--- config.mk ---
export PLATFORM = sky130hd
export DESIGN_NAME = uart_tx_arbiter_flat
export DESIGN_NICKNAME = d
export VERILOG_FILES = /design/src/rtl/uart_tx_arbiter_if.sv /design/src/rtl/uart_tx_arbiter.sv /design/src/flat_wrapper.sv
export SDC_FILE = /design/constraint.sdc
export NUM_CORES = 1
export LEC_CHECK = 0
export BUFFER_PORTS_ARGS = -buffer_cell sky130_fd_sc_hd__buf_4
export CORE_MARGIN = 2
export CORE_UTILIZATION = 45
export DETAILED_ROUTE_END_ITERATION = 8
export GPL_TIMING_DRIVEN = 1
export SKIP_LAST_GASP = 1
export SYNTH_ARGS = -nofsm -noshare
export SYNTH_HDL_FRONTEND = slang
export SYNTH_SLANG_ARGS = --single-unit
--- constraint.sdc ---
create_clock -name sys_clk -period 4.35 [get_ports sys_clk]
set_input_delay 0.87 -clock sys_clk [delete_from_list [all_inputs] [get_ports sys_clk]]
set_output_delay 0.87 -clock sys_clk [all_outputs]
set_load 0.05 [all_outputs]
--- src/rtl/uart_tx_arbiter_if.sv ---
// Byte-channel bundle between the frame builder / uart_rx echo path and uart_tx.
// master drives frame/echo bytes and tx readiness; slave is the arbiter.
interface uart_tx_arbiter_if;
  logic [7:0] frm_data;
  logic       frm_valid;
  logic       frm_last;
  logic       frm_ready;
  logic [7:0] echo_data;
  logic       echo_valid;
  logic [7:0] tx_data;
  logic       tx_data_valid;
  logic       tx_data_ready;

  modport master (
    output frm_data, frm_valid, frm_last, echo_data, echo_valid, tx_data_ready,
    input  frm_ready, tx_data, tx_data_valid
  );

  modport slave (
    input  frm_data, frm_valid, frm_last, echo_data, echo_valid, tx_data_ready,
    output frm_ready, tx_data, tx_data_valid
  );
endinterface

--- src/rtl/uart_tx_arbiter.sv ---
// Shares uart_tx between atomic telemetry frames and FIFO-buffered echo bytes; 1-cycle grant, registered tx output.
// tx_data held while uart_tx stalls; frames backpressured via frm_ready, echo drops counted when the FIFO is full.
module uart_tx_arbiter #(
  parameter int ECHO_DEPTH = 16,
  parameter int ECHO_BURST = 4
) (
  input  logic              sys_clk,
  input  logic              sys_rst_n,
  uart_tx_arbiter_if.slave  bus,
  output logic              echo_overflow,
  output logic [7:0]        drop_cnt,
  output logic              busy
);
  localparam int AW = $clog2(ECHO_DEPTH);
  localparam int BW = $clog2(ECHO_BURST + 1);
  localparam logic [AW:0]   PTR_ONE   = 1;
  localparam logic [BW-1:0] BURST_ONE = 1;
  localparam logic [BW-1:0] BURST_END = BW'(ECHO_BURST - 1);

  typedef enum logic [1:0] {IDLE, FRAME, ECHO} state_t;
  typedef enum logic {GNT_FRAME, GNT_ECHO} grant_t;

  state_t        state;
  grant_t        last_grant;
  logic [BW-1:0] burst_cnt;
  logic [AW:0]   wr_ptr, rd_ptr;
  logic [7:0]    mem [ECHO_DEPTH];
  logic [7:0]    tx_data_q;
  logic          tx_vld_q;

  logic fifo_empty, fifo_full, slot_free, pop, push, drop;

  assign fifo_empty = (wr_ptr == rd_ptr);
  assign fifo_full  = (wr_ptr[AW] != rd_ptr[AW]) && (wr_ptr[AW-1:0] == rd_ptr[AW-1:0]);
  assign slot_free  = !tx_vld_q || bus.tx_data_ready;
  assign pop        = (state == ECHO) && slot_free && !fifo_empty;
  // A same-cycle pop frees a slot, so a push into a full FIFO still lands.
  assign push       = bus.echo_valid && (!fifo_full || pop);
  assign drop       = bus.echo_valid && fifo_full && !pop;

  assign bus.frm_ready     = (state == FRAME) && slot_free;
  assign bus.tx_data       = tx_data_q;
  assign bus.tx_data_valid = tx_vld_q;
  assign busy              = (state != IDLE) || tx_vld_q;

  always_ff @(posedge sys_clk) begin
    if (push) mem[wr_ptr[AW-1:0]] <= bus.echo_data;
  end

  always_ff @(posedge sys_clk or negedge sys_rst_n) begin
    if (!sys_rst_n) begin
      state         <= IDLE;
      last_grant    <= GNT_ECHO;
      burst_cnt     <= '0;
      wr_ptr        <= '0;
      rd_ptr        <= '0;
      tx_data_q     <= '0;
      tx_vld_q      <= 1'b0;
      echo_overflow <= 1'b0;
      drop_cnt      <= '0;
    end else begin
      if (bus.tx_data_ready) tx_vld_q <= 1'b0;
      if (push) wr_ptr <= wr_ptr + PTR_ONE;
      echo_overflow <= drop;
      if (drop && drop_cnt != 8'hFF) drop_cnt <= drop_cnt + 8'd1;

      unique case (state)
        IDLE: begin
          if (bus.frm_valid && (fifo_empty || last_grant == GNT_ECHO)) state <= FRAME;
          else if (!fifo_empty)                                        state <= ECHO;
        end
        FRAME: begin
          // Stays here until the last byte, however long frm_valid is low.
          if (bus.frm_valid && slot_free) begin
            tx_data_q <= bus.frm_data;
            tx_vld_q  <= 1'b1;
            if (bus.frm_last) begin
              last_grant <= GNT_FRAME;
              state      <= IDLE;
            end
          end
        end
        ECHO: begin
          if (pop) begin
            tx_data_q <= mem[rd_ptr[AW-1:0]];
            tx_vld_q  <= 1'b1;
            rd_ptr    <= rd_ptr + PTR_ONE;
            if (burst_cnt == BURST_END) begin
              state      <= IDLE;
              last_grant <= GNT_ECHO;
              burst_cnt  <= '0;
            end else begin
              burst_cnt <= burst_cnt + BURST_ONE;
            end
          end else if (fifo_empty && slot_free) begin
            state      <= IDLE;
            last_grant <= GNT_ECHO;
            burst_cnt  <= '0;
          end
        end
        default: state <= IDLE;
      endcase
    end
  end
endmodule

--- src/flat_wrapper.sv ---
// flat-port wrapper written by rule: the top's interface ports become plain ports
module uart_tx_arbiter_flat 
#(
  parameter int ECHO_DEPTH = 16,
  parameter int ECHO_BURST = 4
)
  (sys_clk, sys_rst_n, echo_overflow, drop_cnt, busy, bus_frm_data, bus_frm_valid, bus_frm_last, bus_echo_data, bus_echo_valid, bus_tx_data_ready, bus_frm_ready, bus_tx_data, bus_tx_data_valid);
  uart_tx_arbiter_if bus_i ();
  input  logic sys_clk;
  input  logic sys_rst_n;
  output logic echo_overflow;
  output logic [7:0] drop_cnt;
  output logic busy;
  input wire logic [$bits(bus_i.frm_data)-1:0] bus_frm_data;
  input wire logic [$bits(bus_i.frm_valid)-1:0] bus_frm_valid;
  input wire logic [$bits(bus_i.frm_last)-1:0] bus_frm_last;
  input wire logic [$bits(bus_i.echo_data)-1:0] bus_echo_data;
  input wire logic [$bits(bus_i.echo_valid)-1:0] bus_echo_valid;
  input wire logic [$bits(bus_i.tx_data_ready)-1:0] bus_tx_data_ready;
  output wire logic [$bits(bus_i.frm_ready)-1:0] bus_frm_ready;
  output wire logic [$bits(bus_i.tx_data)-1:0] bus_tx_data;
  output wire logic [$bits(bus_i.tx_data_valid)-1:0] bus_tx_data_valid;
  assign bus_i.frm_data = bus_frm_data;
  assign bus_i.frm_valid = bus_frm_valid;
  assign bus_i.frm_last = bus_frm_last;
  assign bus_i.echo_data = bus_echo_data;
  assign bus_i.echo_valid = bus_echo_valid;
  assign bus_i.tx_data_ready = bus_tx_data_ready;
  assign bus_frm_ready = bus_i.frm_ready;
  assign bus_tx_data = bus_i.tx_data;
  assign bus_tx_data_valid = bus_i.tx_data_valid;
  uart_tx_arbiter #(.ECHO_DEPTH(ECHO_DEPTH), .ECHO_BURST(ECHO_BURST)) u_core (.sys_clk(sys_clk), .sys_rst_n(sys_rst_n), .bus(bus_i), .echo_overflow(echo_overflow), .drop_cnt(drop_cnt), .busy(busy));
endmodule
* After elaboration in Yosys (flattened, before gate mapping)
Memories as Yosys holds them, arrays and structs flattened.
Cells that the tools add are included.
** Storage, ports and cells
- Memories :: 1
- Input port bits :: 22
- Register bits :: 34
- Memory bits (writable) :: 128
- Logic and storage cells :: 81
- Output and inout bits :: 20
** Memory list
- u_core.mem :: words 16, width 8, rd ports 1, clocked after memory_dff 0, write ports 1, RTL line uart_tx_arbiter.sv:27 : logic [7:0] mem [ECHO_DEPTH];
** Cells by class
- Reduce and logical (&&, ||, !) cells :: 28
- Mux-type cells :: 26
- Equal/unequal tests :: 13
- $add $sub $neg :: 4
** Operator list (number)
- two-way mux 8 bit :: 2
- one-hot mux 8 bit (2 select lines) :: 1
- two-way mux 2 bit :: 7
- logical AND 1 bit :: 11
- adder 5 x 1 -> 5 bit, second input constant :: 2
- two-way mux 1 bit :: 10
- AND reduction 5 bit :: 2
- two-way mux 3 bit :: 3
- adder 8 x 1 -> 8 bit, second input constant :: 1
- != test 8 bit, second input constant :: 1
- != test 3 bit, second input constant :: 2
- one-hot mux 2 bit (3 select lines) :: 1
- nonzero test 2 bit :: 3
- equality test 5 bit :: 1
- equality test 4 bit :: 1
- logical NOT 1 bit :: 4
- logical OR 1 bit :: 4
- != test 2 bit, second input constant :: 2
- one-hot mux 1 bit (2 select lines) :: 2
- AND reduction 2 bit :: 2
- adder 3 x 1 -> 3 bit, second input constant :: 1
- equality test 3 x 2 -> 1 bit, second input constant :: 1
- != test 3 x 2 -> 1 bit, second input constant :: 1
- AND reduction 3 bit :: 1
- other kinds (5) :: 5

* Depth between registers and ports, before layout
Gate-level depths: netlist of run 1.
- Depth after elaboration :: 8
- Mapped depth :: 7

* Worst setup path before layout of run 1
OpenSTA, ideal clock, no wires.
- Path type :: input-to-reg
- Start point :: input bus_tx_data_ready
- End point :: memory u_core.mem[3][0] (enable)
- Path buffers :: 0
- Required time :: 3.967 ns
- Stages on the path :: 5
- Data arrival time :: 2.326 ns
- Path slack :: 1.640 ns
- Path through :: nand2b_1 -> a21oi_1 -> a21boi_2 -> nand2_1 -> nor3_1
** Between the ends
- Word-level cells in the longest chain between the ends :: 7
** RTL lines
- start, declared :: RTL line flat_wrapper.sv:19 : input wire logic [$bits(bus_i.tx_data_ready)-1:0] bus_tx_data_ready;
- logical OR 1 bit :: RTL line uart_tx_arbiter.sv:35 : assign slot_free = !tx_vld_q || bus.tx_data_ready;
- logical AND 1 bit (2 in series) :: RTL line uart_tx_arbiter.sv:36 : assign pop = (state == ECHO) && slot_free && !fifo_empty;
- logical OR 1 bit :: RTL line uart_tx_arbiter.sv:38 : assign push = bus.echo_valid && (!fifo_full || pop);
- logical AND 1 bit :: RTL line uart_tx_arbiter.sv:38
- two-way mux 1 bit :: RTL line uart_tx_arbiter.sv:47 : if (push) mem[wr_ptr[AW-1:0]] <= bus.echo_data;
- two-way mux 1 bit (implied by the code) :: RTL line uart_tx_arbiter.sv:47
- end, declared :: RTL line uart_tx_arbiter.sv:27
No other way between the ends.

* Worst setup path after layout of run 1
- Start point :: register u_core.rd_ptr[4]
- End point :: memory u_core.mem[1][5] (enable)
** Between the ends
- Word-level cells in the longest chain between the ends :: 7
- Elaborated cells on any way between the ends :: 10
** RTL lines
- start, declared :: RTL line uart_tx_arbiter.sv:26 : logic [AW:0] wr_ptr, rd_ptr;
- start signal, assigned :: RTL line uart_tx_arbiter.sv:87 : rd_ptr <= rd_ptr + PTR_ONE;
- equality test 5 bit / != test 1 bit (equally long branches) :: RTL line uart_tx_arbiter.sv:33, uart_tx_arbiter.sv:34
- logical NOT 1 bit / logical AND 1 bit (equally long branches) :: RTL line uart_tx_arbiter.sv:36, uart_tx_arbiter.sv:34
- logical AND 1 bit / logical NOT 1 bit (equally long branches) :: RTL line uart_tx_arbiter.sv:36, uart_tx_arbiter.sv:38
- logical OR 1 bit (*) :: RTL line uart_tx_arbiter.sv:38
- logical AND 1 bit (*) :: RTL line uart_tx_arbiter.sv:38
- two-way mux 1 bit (*) :: RTL line uart_tx_arbiter.sv:47
- two-way mux 1 bit (implied by the code) (*) :: RTL line uart_tx_arbiter.sv:47
Mark *: on every way between the ends. The rest lies on a longest branch, timed or not.

==> results of run 1 <==
area by class of cell:
class	instances	area share
multi-input combinational	218	0.251
sequential	162	0.603
clock buffer	17	0.0547
clock inverter	15	0.0135
timing repair buffer	45	0.0434
inverter	8	0.00386
tap	184	0.0296
how the worst min path moves through the flow:
stage                              from                   to  cells after the start  slack, ps
floorplan           u_core.burst_cnt[2]  u_core.burst_cnt[2]                      1        450
global placement    u_core.burst_cnt[2]  u_core.burst_cnt[2]                      1        470
detailed placement  u_core.burst_cnt[2]  u_core.burst_cnt[2]                      1        470
CTS                           sys_rst_n   u_core.drop_cnt[4]                      1        390
global route                  sys_rst_n   u_core.drop_cnt[5]                      1        410
finish                        sys_rst_n   u_core.drop_cnt[5]                      1        390
Yosys cell counts, drive strengths merged, types with 8 or more instances:
cell and instances:
o21ai 11, inv 8, mux2 23, xnor2 8
nand3 9, ha 10, nand2 19, buf 12
xor2 10, mux2i 16, nor3 8, edfxtp 128
nor2 24, dfrtp 33, mux4 22
flip-flops by register name, indices dropped and copies added, names as in the netlist, 2 cells and up:
| register | count |
|---|---|
| u_core.rd_ptr | 5 |
| u_core.bus.tx_data | 8 |
| u_core.mem | 128 |
| u_core.state | 2 |
| u_core.wr_ptr | 5 |
| u_core.drop_cnt | 8 |
| u_core.burst_cnt | 3 |
power breakdown:
group          switching [mW]  total (mW)  internal [mW]  leakage, nW
registers               0.150        2.08           1.93         1.58
clock network           0.611        1.34          0.734        0.259
logic                    1.09        1.81          0.717        0.969
total                    1.85        5.23           3.38         2.81
logic make-up (layout without fill, tap and decap cells):
kind of cell | count (synthesis) | in the layout | share of synthesized area
AND/OR/NAND/NOR | 86 | 86 | 0.0668
flip-flops | 162 | 162 | 0.693
AO/OA/AOI/OAI | 43 | 43 | 0.0452
multiplexers | 61 | 61 | 0.135
adder cells (fa/ha/maj) | 10 | 10 | 0.0185
buffers and inverters | 26 | 85 | 0.0183
XOR/XNOR | 18 | 18 | 0.0233
worst reg2reg max path, delay by kind of cell, from the launching register on:
kind,cells,cell delay (ps)
AOI/OAI and AO/OA,2,640
DFF,1,400
and+or+nand+nor,2,1190
xor gates and xnor gates,1,450
metal layers:
metal,global-route usage,vias to the layer above
li1,-,1669
met1,0.262,1830
met2,0.277,104
met3,0.0447,15
met4,0.0621,0
met5,0,-
through the flow:
stage	setup slack [ps]	hold slack, ps
3_5_place_dp	873	471
6_report	1280	387
4_1_cts	1170	393
5_1_grt	875	408
3_3_place_gp	1080	468
2_1_floorplan	1640	449
==> results by group, run 1 <==
Timing
  – Clock Skews: 10.8 ps
  – Worst-margin pin slew: 1250 ps
  – Crit path time final: 3070 ps
  – RSZ-0062 raised after global routing: false
  – Final TNS setup: 0 ps
  – Max-slew headroom: 0.160
  – Final setup viols: 0
  – Slew Viols, Final: 0
  – Hold Fails Final Rpt: 0
  – Achievable Freq: 326 MHz
  – Final Cycle Share: 0.705

Power
  – Post-layout power: 5.23 mW
  – Pwr dens: 672 nW/um^2
  – Peak VDD IR: 0.403 mV
  – Leak: 2.81 nW

Placement
  – PortBufs: 41
  – Placer Congestion: 0.830
  – Dpl hpwl: 9.22 mm
  – Placed cells: 617
  – Placed cell area: 7250 um^2

Finish
  – Post-layout util: 0.531
  – Post-route cell area: 7780 um^2
  – Fraction of layout cells with a size suffix above 1: 0.256
  – Storage element area: 4700 um^2
  – Fillers: 1,190
  – Final instance count without filler cells: 649
  – Area grow syn2layout: 14.8%
  – Most frequent cells in the layout: edfxtp_1, buf_4, dfrtp_1, nor2_1, mux4_2
  – Layout Nets: 484
  – Commonest non-fill, non-tap cell in the layout: edfxtp_1
  – Multi-input logic area: 1960 um^2
  – Antenna diodes: 0

Floorplanning
  – FP Rows: 44
  – Io pins: 42
  – Core ar.: 14,600 um^2
  – Overall die area: 16,100 um^2
  – Die Height: 127 um
  – Initial Util: 0.463
  – Horiz. Die Dim: 127 um

Drt
  – Vias/cell: 5.57
  – Final wirelength: 13.6 mm
  – Antenna Nets Post-Route: 0
  – Pre-antenna DRT Iters: 4
  – Met1 WL: 6.38 mm
  – Met3 WL: 667 um
  – DR top layer: met4
  – Total number of vias: 3,618
  – DRC: 0
  – DR WL met2: 6.32 mm
  – Wirelength per Cell: 21.0 um
  – DRT iter0 DRCs: 280

Worst setup path
  – CP Class: flop to flop
  – CP bufs+invs: 0
  – Worst path arrival time: 3100 ps
  – Worst reg2reg path depth: 5
  – Crit-path slowest cell: nor3_1
  – Crit Reg-Reg Startpoint: u_core.rd_ptr[4]
  – CP endpoint kind: flop
  – FF-to-FF End: u_core.mem[1][5]
  – Worst setup SP type: flop
  – Top delay family on crit path: simple AND/OR/NAND/NOR gates
  – Critical Path Fanout Max: 9
  – Worst setup path end: u_core.mem[1][5]
  – Worst path max stage delay: 980 ps
  – R2R Setup Slk: 1280 ps
  – Req. time, crit path: 4380 ps
  – Levels on crit path: 5
  – Worst-path cell chain: xnor2_1 > a21oi_1 > a21boi_2 > nand2_1 > nor3_1
  – Crit path launch: u_core.rd_ptr[4]

Clock network
  – Worst-case clock buffer depth: 2
  – CTS H-tree lvls: 4
  – CTS tree: built
  – CTS root buf: clkbuf_16
  – Post-CTS Hold Fix Bufs: 0
  – Inserted Clock Buffers: 17
  – Clock-pin transition on the worst setup and hold timing paths: 60 ps
  – Clk_lat worst skew: 420 ps
  – Clock sink total: 162
  – CTS resizes: 0
  – Setup Fix Bufs, Post-CTS: 0

Global route
  – Largest net degree at the start of global routing: 35
  – Grt total ovfl: 0
  – Initial antenna violation count: 0
  – Number of global-route vias before repair: 3,771
  – All-Layer GR Usage: 0.183
  – First-pass GRT wire length: 21.5 mm

Synthesis
  – Mean Syn Cell Area: 16.7 um^2
  – Yosys warns: 0
  – Synthesized flop and latch total: 162
  – Largest cells by area after synthesis: edfxtp_1, dfrtp_1, mux4_2
  – Post-synthesis sequential area ratio: 0.693
  – Post-Syn Area: 6780 um^2
  – Post-synthesis cell type count: 50
  – EDFF count, synth: 128
  – Post-synth ARST share: 0.210
  – Top cell type's share of synthesized area: 0.567
  – Mapped Nets: 438
  – Cell taking the most area after synthesis: edfxtp_1
  – Most used DFF post-synth: edfxtp_1
  – Mapped Cells: 406

Run status
  – Status: complete, no violations

Min path
  – Tightest Hold Check Type: input pin to async pin

Flow run
  – Total of max-cap violations: 0
(Power assumes the default switching activity.)
==> run 2, diff against run 1 <==
clock period = 2.45 ns   (was 4.35 ns; I/O delays follow)
==> results by group, run 2 (synthesis results as in run 1) <==
Run status
  – Status: complete, no violations

Finish
  – Layout Nets: 511
  – Post-route cell area: 8050 um^2
  – Max FFs per register: 128
  – Most frequent cells in the layout: edfxtp_1, buf_4, dfrtp_1, nor2_1, mux4_2
  – Area grow syn2layout: 18.7%
  – Commonest non-fill, non-tap cell in the layout: edfxtp_1
  – Fraction of layout cells with a size suffix above 1: 0.301
  – Antenna diodes: 0
  – Final instance count without filler cells: 676

Worst setup path
  – Crit-path slowest cell: nor4_4
  – CP Class: flop to flop
  – Req. time, crit path: 2750 ps
  – CP bufs+invs: 0
  – Worst-path cell chain: xor2_1 > nor4_4 > and3_1 > or2_1 > mux2_1
  – CP endpoint kind: flop
  – Worst setup SP type: flop
  – Worst path arrival time: 2530 ps
  – Critical Path Fanout Max: 8
  – Top delay family on crit path: simple AND/OR/NAND/NOR gates
  – Worst path max stage delay: 480 ps

Timing
  – Final Cycle Share: 0.910
  – Slew Viols, Final: 0
  – Max-slew headroom: 0.623
  – Final TNS setup: 0 ps
  – Achievable Freq: 449 MHz
  – Final setup viols: 0
  – Crit path time final: 2230 ps
  – Setup WS post-layout: 221 ps
  – RSZ-0062 raised after global routing: false
  – Worst-margin pin slew: 559 ps
  – Clock Skews: 13.9 ps
  – Hold Fails Final Rpt: 0

Power
  – Peak VDD IR: 0.518 mV
  – Sequential Power Share: 0.374
  – NetSw: 3.32 mW
  – Combinational Power Share: 0.358
  – P_int: 6.37 mW
  – Pwr dens: 1210 nW/um^2
  – Sw Ratio: 0.343
  – Clock power frac: 0.268
  – Leak: 2.97 nW

Floorplanning
  – FP Rows: 44
  – Io pins: 42
  – Horiz. Die Dim: 127 um
  – Initial Util: 0.463
  – Core ar.: 14,600 um^2
  – Overall die area: 16,100 um^2
  – Die Height: 127 um

Placement
  – Placer Congestion: 0.756
  – Pre-CTS setup slack: 223 ps
  – Placed cell area: 7460 um^2
  – Dpl hpwl: 9.07 mm
  – PortBufs: 41
  – Placed cells: 644

Drt
  – Vias/cell: 5.52
  – DRT iter0 DRCs: 266
  – Wirelength per Cell: 20.1 um
  – Total number of vias: 3,729
  – DRC: 0
  – Pre-antenna DRT Iters: 5
  – Antenna Nets Post-Route: 0
  – Final wirelength: 13.6 mm

Clock network
  – CTS tree: built
  – CTS H-tree lvls: 4
  – Inserted Clock Buffers: 17
  – Clk_lat worst skew: 430 ps
  – CTS resizes: 0
  – Post-CTS Hold Fix Bufs: 0
  – Clock-pin transition on the worst setup and hold timing paths: 60 ps
  – Clock sink total: 162
  – Worst-case clock buffer depth: 2
  – Setup Fix Bufs, Post-CTS: 0
  – CTS root buf: clkbuf_16

Global route
  – First-pass GRT wire length: 21.5 mm
  – Initial antenna violation count: 0
  – Grt total ovfl: 0
  – Largest net degree at the start of global routing: 35
  – All-Layer GR Usage: 0.180
  – Number of global-route vias before repair: 3,795

Min path
  – Tightest Hold Check Type: input pin to async pin

Flow run
  – Total of max-cap violations: 0
[run 2: cell count changes in the layout (fill, tap and decap cells not counted), sizes merged]
cell	previous run	this run
buf	45	72
clkbuf	17	18
bufinv	0	2
inv	15	12
clkinv	6	7
clkinvlp	2	1
[run 2: stage by stage]
step,util,hold WS (ps),power (mW)
final,0.549,16.2,9.69
after floorplan,-,194,6.13
after CTS,0.549,18.4,9.79
after detailed placement,0.510,470,7.19
after global placement,0.510,464,7.13
after global routing,0.549,43.3,10.2
[run 2: power by group through the flow]
| stage | sequential (mW) | clock, mW | combinational (mW) |
|---|---|---|---|
| 6_report | 3.62 | 2.60 | 3.47 |
| 2_1_floorplan | 3.94 | 0 | 2.19 |
| 3_3_place_gp | 3.66 | 0 | 3.47 |
| 3_5_place_dp | 3.68 | 0 | 3.51 |
| 4_1_cts | 3.63 | 2.64 | 3.53 |
| 5_1_grt | 3.67 | 2.76 | 3.75 |
[run 2: layout make-up]
type                       count  area, um^2
sequential                   162        4700
inverter                       8        30.0
clock buffer                  18         429
multi-input combinational    218        1970
tap                          184         230
timing repair buffer          72         541
fill                        1150        6600
clock inverter                14         153
[run 2: layer usage]
| metal | wire length, um | track usage | up-vias |
|---|---|---|---|
| li1 | - | - | 1719 |
| met1 | 6360 | 0.249 | 1891 |
| met2 | 6420 | 0.280 | 102 |
| met3 | 594 | 0.0443 | 17 |
| met4 | 189 | 0.0679 | 0 |
| met5 | 0 | 0 | - |
[run 2: worst register-to-register path, stage by stage (launching register included)]
cell and delay, ps:
dfrtp_1 440, xor2_1 210, nor4_4 480, and3_1 300
or2_1 310, mux2_1 360
[run 2: final timing paths]
kind                                  startpoint                     to  slack [ps]  cells after the start
worst max-delay path            u_core.wr_ptr[0]  u_core.bus.tx_data[3]         220                      5
max in group asynchronous              sys_rst_n      u_core.last_grant        2100                      1
worst min-delay path                   sys_rst_n        u_core.state[0]          20                      1
min in group sys_clk               bus_frm_valid        u_core.state[0]         360                      2
worst max register to register  u_core.wr_ptr[0]  u_core.bus.tx_data[3]         220                      5
worst min register to register  u_core.wr_ptr[4]       u_core.wr_ptr[4]         490                      1
